==> src/rtl/fsa_stream_pkg.sv <==
// fsa_stream_pkg: shared constants for the fsa stream datapath.
// Buffer entry layout is {tag, data}, tag bits located by TAG_*.
package fsa_stream_pkg;

  localparam int BUF_DEPTH = 2;
  localparam int TAG_W     = 2;
  localparam int TAG_LAST  = 0;
  localparam int TAG_USER  = 1;

  typedef enum logic {
    S_IDLE,
    S_RUN
  } issue_state_e;

endpackage

==> src/rtl/axis_skid_buf2.sv <==
// axis_skid_buf2: 2-entry tagged output buffer, head drives the stream.
// Ports: push/din write, pop advances head, occ is current fill.
import fsa_stream_pkg::*;

module axis_skid_buf2 #(
  parameter int W = 10
) (
  input  logic         clk,
  input  logic         rst,
  input  logic         push,
  input  logic [W-1:0] din,
  input  logic         pop,
  output logic [W-1:0] head,
  output logic [1:0]   occ
);

  logic [W-1:0] mem [BUF_DEPTH];
  logic         rd_ptr;
  logic         wr_ptr;
  logic         push_ok;
  logic         pop_ok;

  assign pop_ok  = pop & (occ != 2'd0);
  assign push_ok = push & ((occ != 2'(BUF_DEPTH)) | pop_ok);
  assign head    = mem[rd_ptr];

  always_ff @(posedge clk) begin
    if (rst) begin
      for (int i = 0; i < BUF_DEPTH; i++)
        mem[i] <= '0;
      rd_ptr <= 1'b0;
      wr_ptr <= 1'b0;
      occ    <= 2'd0;
    end else begin
      if (push_ok) begin
        mem[wr_ptr] <= din;
        wr_ptr      <= ~wr_ptr;
      end
      if (pop_ok)
        rd_ptr <= ~rd_ptr;
      occ <= occ + {1'b0, push_ok}
                 - {1'b0, pop_ok};
    end
  end

endmodule

==> src/rtl/fifo_axis_reader.sv <==
// fifo_axis_reader: drains a sync FIFO read port into an AXI4-Stream
// master, tagging tuser/tlast per frame of cfg_len beats (0 -> 1).
import fsa_stream_pkg::*;

module fifo_axis_reader #(
  parameter int DATA_WIDTH = 8,
  parameter int LEN_WIDTH  = 12
) (
  input  logic                  clk,
  input  logic                  rst,
  input  logic                  en,
  input  logic [LEN_WIDTH-1:0]  cfg_len,
  input  logic [DATA_WIDTH-1:0] fifo_rd_data,
  input  logic                  fifo_empty,
  output logic                  fifo_rd_en,
  output logic                  m_axis_tvalid,
  output logic [DATA_WIDTH-1:0] m_axis_tdata,
  output logic                  m_axis_tuser,
  output logic                  m_axis_tlast,
  input  logic                  m_axis_tready,
  output logic                  busy
);

  localparam int EW = DATA_WIDTH + TAG_W;

  issue_state_e         state_q, state_d;
  logic [LEN_WIDTH-1:0] len_q, len_d;
  logic [LEN_WIDTH-1:0] cnt_q, cnt_d;
  logic [LEN_WIDTH-1:0] len_in;
  logic [TAG_W-1:0]     tag_q, tag_d;
  logic                 inflight_q;
  logic                 acc;
  logic                 pop;
  logic                 credit;
  logic                 first;
  logic                 last;
  logic [2:0]           lvl;
  logic [1:0]           occ;
  logic [EW-1:0]        head;

  assign len_in = (cfg_len == '0) ? LEN_WIDTH'(1) : cfg_len;
  assign pop    = m_axis_tvalid & m_axis_tready;

  // Count the in-flight read too: its data lands next cycle.
  assign lvl    = {1'b0, occ} + {2'b0, inflight_q}
                - {2'b0, pop};
  assign credit = lvl < 3'(BUF_DEPTH);
  assign acc    = fifo_rd_en & ~fifo_empty;
  assign first  = cnt_q == '0;
  assign last   = cnt_q == len_q - LEN_WIDTH'(1);

  always_comb begin
    state_d    = state_q;
    len_d      = len_q;
    cnt_d      = cnt_q;
    tag_d      = tag_q;
    fifo_rd_en = 1'b0;
    unique case (state_q)
      S_IDLE: begin
        if (en) begin
          len_d   = len_in;
          cnt_d   = '0;
          state_d = S_RUN;
        end
      end
      S_RUN: begin
        fifo_rd_en = credit & ~fifo_empty & ~rst;
        if (fifo_rd_en) begin
          tag_d[TAG_USER] = first;
          tag_d[TAG_LAST] = last;
          if (last) begin
            cnt_d = '0;
            if (en)
              len_d = len_in;
            else
              state_d = S_IDLE;
          end else begin
            cnt_d = cnt_q + LEN_WIDTH'(1);
          end
        end
      end
      default: ;
    endcase
  end

  always_ff @(posedge clk) begin
    if (rst) begin
      state_q    <= S_IDLE;
      len_q      <= LEN_WIDTH'(1);
      cnt_q      <= '0;
      tag_q      <= '0;
      inflight_q <= 1'b0;
    end else begin
      state_q    <= state_d;
      len_q      <= len_d;
      cnt_q      <= cnt_d;
      tag_q      <= tag_d;
      inflight_q <= acc;
    end
  end

  axis_skid_buf2 #(
    .W (EW)
  ) u_buf (
    .clk  (clk),
    .rst  (rst),
    .push (inflight_q),
    .din  ({tag_q, fifo_rd_data}),
    .pop  (pop),
    .head (head),
    .occ  (occ)
  );

  assign m_axis_tvalid = occ != 2'd0;
  assign m_axis_tdata  = head[DATA_WIDTH-1:0];
  assign m_axis_tuser  = head[DATA_WIDTH+TAG_USER];
  assign m_axis_tlast  = head[DATA_WIDTH+TAG_LAST];
  assign busy = (state_q == S_RUN) | inflight_q
              | (occ != 2'd0);

endmodule
==> config.mk <==
export PLATFORM = sky130hd
export DESIGN_NAME = fifo_axis_reader
export DESIGN_NICKNAME = d
export VERILOG_FILES = /design/src/rtl/fsa_stream_pkg.sv /design/src/rtl/axis_skid_buf2.sv /design/src/rtl/fifo_axis_reader.sv
export SDC_FILE = /design/constraint.sdc
export NUM_CORES = 1
export LEC_CHECK = 0
export ABC_AREA = 1
export CORE_MARGIN = 1
export CORE_UTILIZATION = 48
export CTS_CLUSTER_SIZE = 28
export DETAILED_ROUTE_END_ITERATION = 6
export GPL_TIMING_DRIVEN = 0
export PLACE_DENSITY = 0.77
export SETUP_SLACK_MARGIN = 0.2
export SYNTH_ARGS = -nofsm -noshare
export SYNTH_HDL_FRONTEND = slang
export SYNTH_HIERARCHICAL = 1
export SYNTH_SLANG_ARGS = --single-unit
==> constraint.sdc <==
create_clock -name clk -period 2.8 [get_ports clk]
set_input_delay 0.56 -clock clk [delete_from_list [all_inputs] [get_ports clk]]
set_output_delay 0.56 -clock clk [all_outputs]
set_load 0.02 [all_outputs]
; ---- After elaboration in Yosys (flattened, before gate mapping)
; Memory sizes are Yosys's and may differ from the RTL's. A register that Yosys moved wholly into a read port is not among the register bits.
; Index checks and enable logic that the tools add are counted.
[totals]
ff_bits = 32
mem_bits_rw = 20
inputBits = 25
output_inout_bits = 13
wordCells = 66
mem_count = 1
[mem_list]
columns = memory, words, width, read_ports, rd_clocked_by_memory_dff, write_ports, line_no
row1 = u_buf.mem, 2, 10, 1, 1, 2, axis_skid_buf2.sv:17  ; logic [W-1:0] mem [BUF_DEPTH];
[op_classes]
n_addsub = 6
order_cmp = 1
eq_ne = 5
mux = 24
n_bitwise = 14
reduce_logical = 7
[ops]
columns = cell, count
row1 = two-way mux 12 bit, 7
row2 = one-hot mux 12 bit (2 select lines), 2
row3 = logical NOT 12 bit, 2
row4 = two-way mux 1 bit, 13
row5 = "adder 12 x 1 -> 12 bit, second input constant", 1
row6 = == test 12 bit, 1
row7 = "subtractor 12 x 1 -> 12 bit, second input constant", 1
row8 = two-way mux 10 bit, 1
row9 = OR reduction 10 bit, 1
row10 = bitwise AND 1 bit, 6
row11 = AND reduction 2 bit, 3
row12 = inverter 1 bit, 5
row13 = "inequality test 2 x 1 -> 1 bit, second input constant", 2
row14 = "inequality test 2 bit, second input constant", 2
row15 = adder 2 x 1 -> 3 bit, 1
row16 = "< comparator 3 x 2 -> 1 bit, second input constant", 1
row17 = bitwise OR 1 bit, 3
row18 = subtractor 3 x 1 -> 3 bit, 1
row19 = adder 2 x 1 -> 2 bit, 1
row20 = one-hot mux 1 bit (2 select lines), 1
row21 = nonzero test 2 bit, 1
row22 = subtractor 2 x 1 -> 2 bit, 1

; ---- Logic depth before layout (Yosys ltp)
; Gate-level depths: netlist of run 1.
[depth]
depth_word = 10
mapped_depth = 17
mapped_depth_nobuf = 16

; ---- By module
; The synthesis of run 1 kept the hierarchy.
[by_module_without_submodules]
columns = mod, n_inst, cells_per_inst, area_each_um2, seq_area_each_um2
row1 = fifo_axis_reader, 1, 293, 1839.3, 560.5
row2 = axis_skid_buf2, 1, 102, 1122.3, 700.7

; ---- Least setup slack after synthesis of run 1
; No wires, ideal clock.
[synth_path]
kind = input to register
from = input m_axis_tready
to = register cnt_q[10]
setup_ns = 0.122
t_arrival_ns = 2.834
required_time_ns = 2.678
setup_slack_ns = -0.155
path_stages = 16
path_buffers = 0
path_cell_list = inv_1 -> nor2_1 -> ha_1 -> or2_2 -> fa_1 -> nand2_1 -> nor2_1 -> nand3_1 -> o21ai_2 -> nand4_1 -> nor2_1 -> nand2_1 -> nor2_1 -> nand3_1 -> nand3_1 -> nor2_1
[synth_between]
elab_chain_cells = 7
[synth_rtl]
columns = element, line_no
row1 = "start, declared", fifo_axis_reader.sv:20  ; input logic m_axis_tready,
row2 = bitwise AND 1 bit, fifo_axis_reader.sv:42  ; assign pop = m_axis_tvalid & m_axis_tready;
row3 = named net pop, fifo_axis_reader.sv:33  ; logic pop;
row4 = subtractor 3 x 1 -> 3 bit, fifo_axis_reader.sv:46  ; - {2'b0, pop};
row5 = < comparator 3 x 2 -> 1 bit, fifo_axis_reader.sv:47  ; assign credit = lvl < 3'(BUF_DEPTH);
row6 = bitwise AND 1 bit (2 in a row), fifo_axis_reader.sv:67  ; fifo_rd_en = credit & ~fifo_empty & ~rst;
row7 = inequality test 2 x 1 -> 1 bit (no source line), -
row8 = AND reduction 2 bit (no source line), -
row9 = "end signal, assigned", fifo_axis_reader.sv:96  ; cnt_q <= cnt_d;
row10 = "end, declared", fifo_axis_reader.sv:28  ; logic [LEN_WIDTH-1:0] cnt_q, cnt_d;
; The timed path passes the listed nets, and every way through them passes these cells.
; A chain may end at the register's enable or synchronous reset.

; ---- Final worst setup path of run 1
[layout_path]
from = register u_buf.occ[0]
to = register cnt_q[10]
[layout_between]
elab_chain_cells = 8
elab_cells_between_ends = 9
cone_classes = add/sub: 2 / order compare: 1 / eq/ne: 1 / bitwise: 3 / reduce/logical: 2
[layout_rtl]
columns = element, line_no
row1 = "start, declared", axis_skid_buf2.sv:14  ; output logic [1:0] occ
row2 = "start signal, assigned", axis_skid_buf2.sv:41  ; occ <= occ + {1'b0, push_ok}
row3 = nonzero test 2 bit, fifo_axis_reader.sv:114  ; assign m_axis_tvalid = occ != 2'd0;
row4 = bitwise AND 1 bit, fifo_axis_reader.sv:42
row5 = named net pop, fifo_axis_reader.sv:33
row6 = subtractor 3 x 1 -> 3 bit, fifo_axis_reader.sv:46
row7 = < comparator 3 x 2 -> 1 bit, fifo_axis_reader.sv:47
row8 = bitwise AND 1 bit (2 in a row), fifo_axis_reader.sv:67
row9 = inequality test 2 x 1 -> 1 bit (no source line), -
row10 = AND reduction 2 bit (no source line), -
; The timed path passes the listed nets, and every way through them passes these cells.

==> qor.yml, run 1 <==
outcome: "complete, but fails checks"
violations: "negative setup slack"
critPathArrivalTime_ns: 3.09
postCtsHoldBufs: 0
final_core_util_pct: 63.1
grt_max_degree: 17
async_reset_ff_share_pct: 0
clk_pin_slew_ns: 0.09
p_leak_nw: 1.71
rows: 28
die-area_mm2: 0.00649
wire_per_inst_um: 11.3
p_seq_share_pct: 49.1
ys_warn_count: 6
initial_utilization_pct: 50.0
yosysTopAreaCellShare_pct: 22.3
dp_hpwl_um: 4380
max_cap_violations: 0
ys_seq_area_share_pct: 42.6
synth_top_cell_by_area: "dfxtp_1"
clock_skew_ns: 0.00361
dieHeight_um: 80.6
gp_congestion: 0.878
p_sw_share_pct: 28.0
grt_pass1_wl_um: 9770
dr.first_iter.drc_count: 149
gr-total-overflow: 0
dr_wl_met3_um: 334
synth_area_per_cell_um2: 7.50
cts.sink_count: 53
setup_viol: 5
multi_input_area_mm2: 0.00147
placed_area_mm2: 0.00345
cts_tree: "yes"
worstPathMaxFanout: 3
num_vias: 2563
dp_cells: 507
syn-num-nets: 427
die-width_um: 80.6
area_growth_pct: 26.1
cts_buffers: 5
irDropWorstVdd_mv: 0.219
ys.flop_type: "dfxtp_1"
drive_gt1_share_pct: 17.0
fmax_mhz: 347
synth_edf_count: 20
fp.coreArea_mm2: 0.00592
dpl_worst_slack_ns: -1.22
switchingPower_mw: 0.497
syn_area_mm2: 0.00296
hold_viol: 0
finalNetCount: 484
netlist_instances: 395
synth.distinct_cells: 34
setup_slack_ns: -0.0797
relSlewSlack_pct: 67.2
portBuffers: 37
drv_slew: 0
routed_wl_um: 5960
fillers: 500
final_cells: 528
worstMarginPinSlew_ns: 0.492
finalCritPeriodShare_pct: 103
cts.htree.levels: 2
worstSetupStartpointType: "register"
crit_type: "reg2reg"
clk_latency_ns: 0.31
first_pass_iters: 4
grt_pass1_vias: 2332
io-pin-count: 38
antenna_found_initial: 0
comb_power_share_pct: 21.9
p_total_mw: 1.78
avgViaCountPerCell: 4.85
rsz0062_at_grt: "yes"
yosysMostFrequentCell: "nor2_1"
clock_path_buffers: 2
wl_met2_um: 2840
grt_usage_pct: 19.5
regArea_mm2: 0.00127
pwr-share-clk_pct: 29.0
required_ns: 3.01
synthTopCellsByArea: "dfxtp_1, edfxtp_1, nor2_1"
top_layer: "met4"
powerDensity_mw_per_mm2: 476
stdcell_area_mm2: 0.00373
remaining_drc_errors: 0
postRouteAntennaNets: 0
hold_path_class: "reg2reg"
num_antenna_cells: 0
wl_met1_um: 2710
synth_seq_cells: 53
endpoint_kind: "register"
internal_power_mw: 1.28
period_minus_slack_ns: 2.88
root_buffer: "clkbuf_8"
synthTopCellsByCount: "nor2_1, nand2_1, inv_1"
[metal layers]
metal,track usage [%],vias up
met4,6.61,0
li1,-,1353
met5,0,-
met2,33.6,63
met1,24.7,1141
met3,3.18,6
[stage by stage]
| stage | hold slack [ns] | TNS [ns] |
|---|---|---|
| after floorplan | 0.452 | -0.0858 |
| after global placement | 0.478 | -14.66 |
| after detailed placement | 0.488 | -16.27 |
| after CTS | 0.510 | 0 |
| after global routing | 0.541 | -1.22 |
| final | 0.501 | -0.248 |
[power groups by stage]
stage	combinational [mW]	sequential, mW	clock, mW
floorplan	0.252	0.881	0
global placement	0.353	0.889	0
detailed placement	0.361	0.890	0
CTS	0.382	0.872	0.528
global route	0.441	0.878	0.563
finish	0.388	0.873	0.516
[final cells by class]
class / count / area share [%]
plain buffers: 10 / 1.78
well taps: 75 / 2.51
clock buffers: 6 / 1.94
flip-flops and latches: 53 / 34.0
clock inverters: 2 / 1.04
multi-input cells: 270 / 39.5
inverters: 62 / 6.57
repair buffers: 50 / 12.7
[cell families (layout without fill, tap and decap cells)]
group | count (synthesis) | count (layout) | share of synthesized area, %
multiplexers | 10 | 10 | 3.80
adder cells (fa/ha/maj) | 7 | 7 | 3.21
AND/OR/NAND/NOR | 222 | 222 | 32.7
AO/OA/AOI/OAI | 17 | 17 | 3.42
flip-flops | 53 | 53 | 42.6
XOR/XNOR | 14 | 14 | 4.14
buffers and inverters | 72 | 130 | 10.1
[critical path, stage by stage, from the launching register on]
cell and delay (ns):
dfxtp_4 0.37, nor2_4 0.13, nor2_4 0.05, ha_4 0.20, or2_4 0.22, fa_1 0.49
nand2_1 0.06, nor2_2 0.14, nand3_2 0.12, buf_6 0.15, o21ai_4 0.06, nand4_1 0.15
nor2_2 0.18, nand2_2 0.11, nor2_4 0.11, nand3_2 0.07, nand3_1 0.09, nor2_1 0.05
[what timing repair did]
item | in CTS | in global routing
buffers inserted | 10 | 3
gates resized for setup | 22 | 9
cloned | 0 | 0
setup endpoints to repair | 28 | 14
pin swaps | 7 | 6
[registers in the layout (all words and copies together) (netlist names), named ones only]
signal and flops:
u_buf/rd_ptr 1, u_buf/mem 20, u_buf/wr_ptr 1, u_buf/occ 2
state_q 1, inflight_q 1, len_q 12, cnt_q 12
tag_q 2
[placed cells by master, fill, tap and decap left out, drive strengths merged, types with 2 or more instances in the layout]
| cell | netlist | layout |
|---|---|---|
| nor3 | 4 | 4 |
| inv | 62 | 62 |
| nor2 | 90 | 90 |
| xor2 | 11 | 11 |
| clkbuf | 3 | 9 |
| nand3b | 4 | 4 |
| edfxtp | 20 | 20 |
| ha | 6 | 6 |
| xnor2 | 3 | 3 |
| nor4 | 5 | 5 |
| nand2 | 87 | 87 |
| or2 | 2 | 2 |
| clkdlybuf4s50 | 0 | 35 |
| a21oi | 6 | 6 |
| nand3 | 24 | 24 |
| mux2 | 10 | 10 |
| dfxtp | 33 | 33 |
| o21ai | 9 | 9 |
| nand4 | 6 | 6 |
| buf | 7 | 22 |
[path summary, 6_finish.rpt]
path                              from                   endpoint  slack [ns]  cells past startpoint
max            u_buf/occ[0]$_SDFF_PP0_     cnt_q[10]$_SDFFE_PP0P_       -0.08                     17
min          u_buf/rd_ptr$_SDFFE_PP0P_  u_buf/rd_ptr$_SDFFE_PP0P_        0.50                      2
max reg2reg    u_buf/occ[0]$_SDFF_PP0_     cnt_q[10]$_SDFFE_PP0P_       -0.08                     17
min reg2reg  u_buf/rd_ptr$_SDFFE_PP0P_  u_buf/rd_ptr$_SDFFE_PP0P_        0.50                      2
No activity file was read; power rests on OpenSTA's default activity.
==> run 2, diff against run 1 <==
- CAP_MARGIN: default -> 20
- SLEW_MARGIN: default -> 5
==> results of run 2 <==
The final DEF is identical to that of run 1; final timing and power are the same.
